**src/rtl/task_fifo_multi_queue.sv**
```systemverilog
// Per-tree task buffer: TREE_NUM FIFO queues in one shared memory, drained by a round-robin
// arbiter that issues at most one task per cycle to the tree pipeline.
module task_fifo_multi_queue #(
  parameter int unsigned PTW           = 16,
  parameter int unsigned TREE_NUM      = 4,
  parameter int unsigned TREE_NUM_BITS = $clog2(TREE_NUM),
  parameter int unsigned BUF_SIZE      = 8,
  parameter int unsigned BUF_WIDTH     = $clog2(BUF_SIZE),
  parameter int unsigned AFULL_LVL     = BUF_SIZE - 2
) (
  input  logic                                clk,
  input  logic                                rst_n,
  input  logic                                wr_en,
  input  logic [PTW+TREE_NUM_BITS:0]          buf_in,
  input  logic                                rd_en,
  input  logic [TREE_NUM-1:0]                 tree_busy,
  output logic [PTW+TREE_NUM_BITS:0]          buf_out,
  output logic                                out_valid,
  output logic [TREE_NUM_BITS-1:0]            out_tree,
  output logic [TREE_NUM-1:0]                 q_empty,
  output logic [TREE_NUM-1:0]                 q_full,
  output logic [TREE_NUM-1:0]                 q_afull,
  output logic [TREE_NUM*(BUF_WIDTH+1)-1:0]   q_count,
  output logic                                wr_drop
);

  localparam int unsigned TaskW = PTW + TREE_NUM_BITS + 1;
  localparam int unsigned CntW  = BUF_WIDTH + 1;
  localparam int unsigned AddrW = TREE_NUM_BITS + BUF_WIDTH;

  logic [TaskW-1:0]         mem [TREE_NUM*BUF_SIZE];

  logic [BUF_WIDTH-1:0]     wr_ptr_q [TREE_NUM];
  logic [BUF_WIDTH-1:0]     wr_ptr_d [TREE_NUM];
  logic [BUF_WIDTH-1:0]     rd_ptr_q [TREE_NUM];
  logic [BUF_WIDTH-1:0]     rd_ptr_d [TREE_NUM];
  logic [CntW-1:0]          cnt_q    [TREE_NUM];
  logic [CntW-1:0]          cnt_d    [TREE_NUM];
  logic [TREE_NUM_BITS-1:0] rr_ptr_q, rr_ptr_d;

  logic [TaskW-1:0]         buf_out_q, buf_out_d;
  logic                     out_valid_q, out_valid_d;
  logic [TREE_NUM_BITS-1:0] out_tree_q, out_tree_d;
  logic                     wr_drop_q, wr_drop_d;

  logic [TREE_NUM_BITS-1:0] wr_tree;
  logic [31:0]              wr_tree_ext;
  logic                     wr_tree_ok, pop_same, push_ok;
  logic [AddrW-1:0]         wr_addr, rd_addr;
  logic [TREE_NUM-1:0]      elig, push_vec, pop_vec;
  logic                     grant_vld;
  logic [TREE_NUM_BITS-1:0] grant_idx, scan_tree;
  int unsigned              scan_idx;

  // Status flags and eligibility, all from registered counts
  always_comb begin
    q_count = '0;
    for (int t = 0; t < TREE_NUM; t++) begin
      q_empty[t]               = (cnt_q[t] == '0);
      q_full[t]                = (cnt_q[t] == CntW'(BUF_SIZE));
      q_afull[t]               = (cnt_q[t] >= CntW'(AFULL_LVL));
      q_count[t*CntW +: CntW]  = cnt_q[t];
      elig[t]                  = (cnt_q[t] != '0) && !tree_busy[t];
    end
  end

  // Round-robin grant starting at rr_ptr; only start-of-cycle counts matter, so no bypass
  always_comb begin
    grant_vld = 1'b0;
    grant_idx = '0;
    scan_idx  = 0;
    scan_tree = '0;
    for (int i = 0; i < TREE_NUM; i++) begin
      scan_idx  = (32'(rr_ptr_q) + 32'(i)) % TREE_NUM;
      scan_tree = TREE_NUM_BITS'(scan_idx);
      if (rd_en && !grant_vld && elig[scan_tree]) begin
        grant_vld = 1'b1;
        grant_idx = scan_tree;
      end
    end
    rr_ptr_d = grant_vld ? TREE_NUM_BITS'((32'(grant_idx) + 32'd1) % TREE_NUM) : rr_ptr_q;
  end

  // Push acceptance; a full queue still accepts when it is popped in the same cycle
  always_comb begin
    wr_tree     = buf_in[PTW +: TREE_NUM_BITS];
    wr_tree_ext = 32'(wr_tree);
    wr_tree_ok  = (wr_tree_ext < TREE_NUM);
    pop_same    = grant_vld && (grant_idx == wr_tree);
    push_ok     = wr_en && wr_tree_ok && (!q_full[wr_tree] || pop_same);
    wr_addr     = {wr_tree, wr_ptr_q[wr_tree]};
    rd_addr     = {grant_idx, rd_ptr_q[grant_idx]};
  end

  // Per-queue pointer and occupancy next state
  always_comb begin
    for (int t = 0; t < TREE_NUM; t++) begin
      push_vec[t] = push_ok && (wr_tree == TREE_NUM_BITS'(t));
      pop_vec[t]  = grant_vld && (grant_idx == TREE_NUM_BITS'(t));
      wr_ptr_d[t] = wr_ptr_q[t] + BUF_WIDTH'(push_vec[t]);
      rd_ptr_d[t] = rd_ptr_q[t] + BUF_WIDTH'(pop_vec[t]);
      cnt_d[t]    = cnt_q[t] + CntW'(push_vec[t]) - CntW'(pop_vec[t]);
    end
  end

  // Issue-side output register next state; memory read sees pre-write contents
  always_comb begin
    out_valid_d = grant_vld;
    buf_out_d   = grant_vld ? mem[rd_addr] : '0;
    out_tree_d  = grant_vld ? grant_idx : '0;
    wr_drop_d   = wr_en && !push_ok;
  end

  // Shared task memory, intentionally not reset
  always_ff @(posedge clk) begin
    if (push_ok) begin
      mem[wr_addr] <= buf_in;
    end
  end

  // Control state and registered outputs
  always_ff @(posedge clk or negedge rst_n) begin
    if (!rst_n) begin
      for (int t = 0; t < TREE_NUM; t++) begin
        wr_ptr_q[t] <= '0;
        rd_ptr_q[t] <= '0;
        cnt_q[t]    <= '0;
      end
      rr_ptr_q    <= '0;
      buf_out_q   <= '0;
      out_valid_q <= 1'b0;
      out_tree_q  <= '0;
      wr_drop_q   <= 1'b0;
    end else begin
      for (int t = 0; t < TREE_NUM; t++) begin
        wr_ptr_q[t] <= wr_ptr_d[t];
        rd_ptr_q[t] <= rd_ptr_d[t];
        cnt_q[t]    <= cnt_d[t];
      end
      rr_ptr_q    <= rr_ptr_d;
      buf_out_q   <= buf_out_d;
      out_valid_q <= out_valid_d;
      out_tree_q  <= out_tree_d;
      wr_drop_q   <= wr_drop_d;
    end
  end

  assign buf_out   = buf_out_q;
  assign out_valid = out_valid_q;
  assign out_tree  = out_tree_q;
  assign wr_drop   = wr_drop_q;

endmodule
```
**config.mk**
```make
export PLATFORM = sky130hd
export DESIGN_NAME = task_fifo_multi_queue
export DESIGN_NICKNAME = d
export VERILOG_FILES = /design/src/rtl/task_fifo_multi_queue.sv
export SDC_FILE = /design/constraint.sdc
export NUM_CORES = 1
export LEC_CHECK = 0
export BUFFER_PORTS_ARGS = -buffer_cell sky130_fd_sc_hd__buf_4
export CORE_MARGIN = 5
export CORE_UTILIZATION = 45
export CTS_BUF_LIST = sky130_fd_sc_hd__clkbuf_2 sky130_fd_sc_hd__clkbuf_4 sky130_fd_sc_hd__clkbuf_8
export CTS_CLUSTER_DIAMETER = 80
export CTS_CLUSTER_SIZE = 25
export DETAILED_ROUTE_END_ITERATION = 12
export PLACE_DENSITY = 0.73
export SYNTH_ARGS = -nofsm -noshare
export SYNTH_HDL_FRONTEND = slang
export SYNTH_SLANG_ARGS = --single-unit
```
**constraint.sdc**
```tcl
create_clock -name clk -period 10 [get_ports clk]
set_clock_uncertainty 0.1 [all_clocks]
set_input_delay 0.5 -clock clk [delete_from_list [all_inputs] [get_ports clk]]
set_output_delay 0.5 -clock clk [all_outputs]
set_load 0.005 [all_outputs]
```
==> metrics.md, run 1 <==
| Metric | Value |
|---|---|
| Status | `complete, no violations` |
| First-pass GRT wire length | `101 mm` |
| Hold path cells | `1` |
| Post-CTS sizing | `0` |
| Final WL | `67.0 mm` |
| Hold crit path type | `input port to register` |
| Largest net degree at the start of global routing | `176` |
| Kind of critical path | `register to register` |
| Most common cell in the synthesized netlist | `edfxtp_1` |
| Synth warn | `0` |
| Post-route cell area | `29500 um2` |
| Initial Util | `45.3%` |
| Req. time, crit path | `10.49 ns` |
| Placed wire-length estimate | `39.2 mm` |
| Placed Area | `28800 um2` |
| Worst path slowest cell | `mux2_2` |
| Post-synth EDFFs | `608` |
| Standard-cell rows | `90` |
| DRC | `0` |
| Critical Path Sink Type | `register` |
| CP Launch Type | `register` |
| CTS buffer count | `31` |
| Gr usage total | `19.8%` |
| Clock transition at path regs | `0.15 ns` |
| Fraction of registers with async set/reset | `9.66%` |
| RSZ-0062 raised after global routing | `false` |
| CTS max path bufs | `3` |
| CTS root buffer | `clkbuf_8` |
| First-pass DRT Iterations | `7` |
| Relative slew slack | `33.2%` |
| GR Overflow Total | `0` |
| Minimum clock period after layout | `6.12 ns` |
| CTS tree | `built` |
| Die width | `256 um` |
| Synth top cells by count | `edfxtp_1, nand2_1, nand3_1, mux2i_1, dfrtp_1` |
| Synth area leaders | `edfxtp_1, dfrtp_1, nand2_1` |
| Avg Inst Size Synth | `14.2 um2` |
| Chip height | `256 um` |
| Hold-fix buffers at CTS | `2` |
| ANT nets after route | `0` |
| Per-cell routed wire length | `24.1 um` |
| Hold WS | `0.0758 ns` |
| Layout cells sized above 1 | `12.5%` |
| Area Overhead vs Synth | `7.96%` |
| Vias in the first global route | `16400` |
| Gp weighted congestion | `0.887` |
| I/O pin count | `78` |
| Syn Nets | `1999` |
| Area leader, netlist | `edfxtp_1` |
| Crit Path Max Fanout | `114` |
| Clk_lat worst skew | `0.72 ns` |
| PwrDens | `340 nW/um2` |
| Final Max Tran Viols | `0` |
| Power, Total | `10000 uW` |
| Via count | `16500` |
| Slew @ Worst Pin | `0.999 ns` |
| Fillers | `5023` |
| Cells after Synth | `1922` |
| CP dominant cell by count | `o22ai_1` |
| Initial antenna violation count | `2` |
| Maximum vdd drop | `0.380 mV` |
| Tcrit/Tclk final | `61.2%` |
| Layout net count | `2047` |
| DR iter-0 viols | `2055` |
| Post-Synthesis Cell Area | `27300 um2` |
| Largest stage delay on the critical path | `0.69 ns` |
| Critical Path AT | `6.61 ns` |
| Worst reg-to-reg path cell count | `14` |
| CTS sink count | `673` |
| # setup viols final | `0` |
| Setup TNS | `0 ns` |
| Port Buffer Count | `77` |
| Main synth FF type | `edfxtp_1` |
| Number of synthesized register bits | `673` |
| Fmax | `0.164 GHz` |
| Count of different cell masters after synthesis | `60` |
| Static Leak | `0.0102 uW` |
| Final Hold Viols | `0` |
| Max Cap Viol | `0` |
| Die area | `65700 um2` |
| Post-CTS Repair Setup Buffers | `0` |
| Core area | `60200 um2` |
| Yosys top cell area share | `66.8%` |
| Sequential fraction of the synthesis area | `72.8%` |
| Vias/cell | `5.93` |
| H-tree levels | `1` |
| Critical-path cell list | `inv_1 -> ha_1 -> or3b_1 -> and2_1 -> o31a_1 -> a2111o_1 -> nand2_2 -> mux2_2 -> nand2_8 -> buf_4 -> mux2i_1 -> o22ai_1 -> a311oi_1 -> o22ai_1` |
-- logic make-up after synthesis --
family | count (synthesis) | share of synthesized area (%)
AND/OR/NAND/NOR | 673 | 10.9
flip-flops | 673 | 72.8
AO/OA/AOI/OAI | 253 | 6.53
buffers and inverters | 143 | 2.37
multiplexers | 110 | 4.37
adder cells (fa/ha/maj) | 50 | 2.40
XOR/XNOR | 20 | 0.641
-- state kept, by name (all words and copies together), names as in the netlist, 2 cells and up --
name,count
q_count,16
rr_ptr_q,2
wr_ptr_q,12
mem,608
out_tree,2
buf_out,19
rd_ptr_q,12
-- worst max-delay path: cells and delay by family (launching register included) --
| kind | cells | cell delay (ns) |
|---|---|---|
| adder cells (fa/ha/maj) | 1 | 0.16 |
| multiplexers | 2 | 0.96 |
| buffers and inverters | 2 | 0.81 |
| AND/OR/NAND/NOR | 4 | 1.90 |
| flip-flops | 1 | 0.43 |
| AO/OA/AOI/OAI | 5 | 1.56 |
-- power by group --
part           leakage [uW]  total (uW)  internal, uW  switching [uW]
Combinational       0.00360        5350          1760            3590
Sequential          0.00625        3500          3340             167
Clock              0.000337        1190           379             807
Total                0.0102       10000          5480            4560
-- metal layers --
layer	GRT usage, %	up-vias	routed length (um)
met5	0	-	0
met4	6.48	0	2160
met3	2.52	106	5430
met2	33.6	750	33100
met1	26.9	8365	26300
li1	-	7256	-
-- layout by cell type, fill, tap and decap left out, drive strengths merged, types with 3 or more instances in the layout --
cell type | netlist | layout
o21ai | 56 | 56
mux4 | 3 | 3
mux2i | 86 | 86
a32oi | 40 | 40
dfrtp | 65 | 65
inv | 33 | 36
o22ai | 37 | 37
nand2b | 6 | 6
xor2 | 15 | 15
a311oi | 18 | 18
xnor2 | 5 | 5
nor2b | 6 | 6
and2 | 3 | 3
a21oi | 23 | 23
nor3b | 8 | 8
nor3 | 5 | 5
ha | 46 | 46
a41oi | 21 | 21
a31oi | 20 | 20
nor2 | 47 | 47
nand3b | 3 | 3
clkbuf | 49 | 51
buf | 61 | 123
and3 | 21 | 21
mux2 | 21 | 21
fa | 4 | 4
a21o | 4 | 4
edfxtp | 608 | 608
nand2 | 377 | 377
nand3 | 191 | 191
o31a | 18 | 18
-- through the flow --
step	setup slack [ns]	utilization (%)	instances
detailed placement	3.91	47.9	2717
CTS	3.89	48.9	2775
finish	3.88	48.9	2777
floorplan	5.42	-	1922
global placement	4.04	47.9	2717
global route	3.51	48.9	2777
-- path summary, 6_finish.rpt --
path | endpoint | from | slack (ns)
max in group asynchronous | buf_out[10] | rst_n | 8.76
worst max register to register | buf_out[13] | q_count[10] | 3.88
worst max-delay path | buf_out[13] | q_count[10] | 3.88
worst min-delay path | mem[15][18] | buf_in[18] | 0.08
worst min register to register | rd_ptr_q[2] | rd_ptr_q[2] | 0.39
min in group asynchronous | q_count[10] | rst_n | 0.40
-- area by class of cell --
| type | count | area, um2 | share of cell area, % |
|---|---|---|---|
| well taps | 782 | 978 | 3.32 |
| inverters | 33 | 124 | 0.420 |
| clock buffers | 51 | 583 | 1.98 |
| clock inverters | 5 | 45.0 | 0.153 |
| flip-flops and latches | 673 | 19900 | 67.4 |
| multi-input cells | 1106 | 6910 | 23.4 |
| diodes | 2 | 5.00 | 0.0170 |
| repair buffers | 125 | 956 | 3.24 |
No activity file was read; power rests on OpenSTA's default activity.
==> run 2: changes to the inputs <==
- clock period: 10 -> 6.2 ns (I/O delays scaled with it)
==> metrics.md, run 2 (same netlist as run 1, synthesis figures left out) <==
| Metric | Value |
|---|---|
| Status | `complete, no violations` |
| Die width | `256 um` |
| Largest reg by FF count | `mem` |
| Clock transition at path regs | `0.14 ns` |
| Most frequent cells in the layout | `edfxtp_1, nand2_1, nand3_1` |
| Die area | `65700 um2` |
| Crit path from | `q_count[10]` |
| Per-cell routed wire length | `24.6 um` |
| Standard-cell rows | `90` |
| CTS sink count | `673` |
| First-pass DRT Iterations | `5` |
| Core area | `60200 um2` |
| Largest net degree at the start of global routing | `87` |
| Kind of critical path | `register to register` |
| H-tree levels | `2` |
| R2R Path Start | `q_count[10]` |
| Final Hold Viols | `0` |
| Worst path slowest cell | `o21ai_4` |
| DR iter-0 viols | `1993` |
| CP Launch Type | `register` |
| Chip height | `256 um` |
| Req. time, crit path | `6.63 ns` |
| ANT nets after route | `0` |
| Area Overhead vs Synth | `9.91%` |
| Setup TNS | `0 ns` |
| Layout cells sized above 1 | `13.8%` |
| Initial Util | `45.3%` |
| CTS max path bufs | `3` |
| I/O pin count | `78` |
| Gp weighted congestion | `0.885` |
| First-pass GRT wire length | `104 mm` |
| Placed Area | `29000 um2` |
| Gr usage total | `20.7%` |
| Relative slew slack | `10.5%` |
| Max Cap Viol | `0` |
| Hold crit path type | `input port to register` |
| Clk_lat worst skew | `0.66 ns` |
| GR Overflow Total | `0` |
| DRC | `0` |
| Crit Path Max Fanout | `70` |
| Fillers | `4894` |
| Placed wire-length estimate | `42.4 mm` |
| Final WL | `69.7 mm` |
| Largest stage delay on the critical path | `0.81 ns` |
| Commonest non-fill, non-tap cell in the layout | `edfxtp_1` |
| Hold wc startpoint | `rd_en` |
| Final Max Tran Viols | `0` |
| Layout net count | `2094` |
| WP buf/inv | `3` |
| Slew @ Worst Pin | `1.34 ns` |
| Hold WS | `0.0872 ns` |
| Port Buffer Count | `77` |
| Cell family with most CP delay | `compound AO/OA/AOI/OAI gates` |
| # setup viols final | `0` |
| Critical Path Sink Type | `register` |
| CTS tree | `built` |
| Critical Path AT | `6.02 ns` |
| Via count | `16900` |
| Initial antenna violation count | `4` |
| CTS buffer count | `35` |
| CTS root buffer | `clkbuf_8` |
| Tcrit/Tclk final | `90.1%` |
| RSZ-0062 raised after global routing | `false` |
| Max FFs per register | `608` |
| Critical-path cell list | `inv_1 -> ha_1 -> or3b_1 -> and2_1 -> o31a_1 -> a2111o_1 -> and3_1 -> o21ai_4 -> nand2_8 -> buf_12 -> buf_4 -> mux2i_1 -> a32oi_1 -> a41oi_1 -> o22ai_1` |
| Fmax | `0.179 GHz` |
| Minimum clock period after layout | `5.59 ns` |
| Vias/cell | `5.98` |
| Post-route cell area | `30000 um2` |
| Vias in the first global route | `16500` |
==> run 2: area by class of cell <==
class / instances / area (um2) / area share [%]
flip-flops and latches: 673 / 19900 / 66.2
multi-input cells: 1106 / 6900 / 23.0
repair buffers: 168 / 1350 / 4.49
well taps: 782 / 978 / 3.26
clock buffers: 53 / 629 / 2.10
clock inverters: 11 / 155 / 0.517
inverters: 33 / 124 / 0.413
diodes: 1 / 2.50 / 0.00834
==> run 2: stage by stage <==
| stage | instances | worst slack (ns) | utilization [%] |
|---|---|---|---|
| 2_1_floorplan | 1922 | 1.62 | - |
| 3_3_place_gp | 2742 | 0.772 | 48.2 |
| 3_5_place_dp | 2742 | 0.708 | 48.2 |
| 4_1_cts | 2826 | 0.696 | 49.8 |
| 5_1_grt | 2827 | 0.361 | 49.8 |
| 6_report | 2827 | 0.614 | 49.8 |
==> run 2: worst register-to-register path, cell delays in order, from the launching register on <==
cell and delay (ns):
dfrtp_1 0.42, inv_1 0.11, ha_1 0.16, or3b_1 0.44, and2_1 0.19, o31a_1 0.30
a2111o_1 0.48, and3_1 0.25, o21ai_4 0.81, nand2_8 0.61, buf_12 0.46, buf_4 0.26
mux2i_1 0.13, a32oi_1 0.18, a41oi_1 0.19, o22ai_1 0.39
==> run 2: worst paths after layout <==
check	to	depth (start not counted)	slack [ns]
worst max register to register	buf_out[0]	15	0.61
worst min-delay path	out_tree[1]	4	0.09
max in group asynchronous	buf_out[10]	2	5.15
worst max-delay path	buf_out[0]	15	0.61
worst min register to register	rd_ptr_q[8]	1	0.38
min in group asynchronous	q_count[7]	2	0.24
==> run 2: routing by layer <==
metal  vias to the layer above  track usage (%)  part of all wire, %  wire [um]
li1                       7366                -                    -          -
met2                       891             34.0                   49      34000
met4                         4             7.69                  3.7       2600
met1                      8496             28.2                   38      26500
met3                       140             3.20                  9.5       6590
met5                         -                0                0.029         20
==> run 2: what timing repair did <==
item                      in CTS  in global routing
setup buffers                  0                  0
hold buffers                  20                  0
hold endpoints to repair     548                  0
resized for setup              0                  0
Power of run 2 is not shown: default switching activity piles up to over one toggle a cycle in this logic, so the estimate is an artifact.
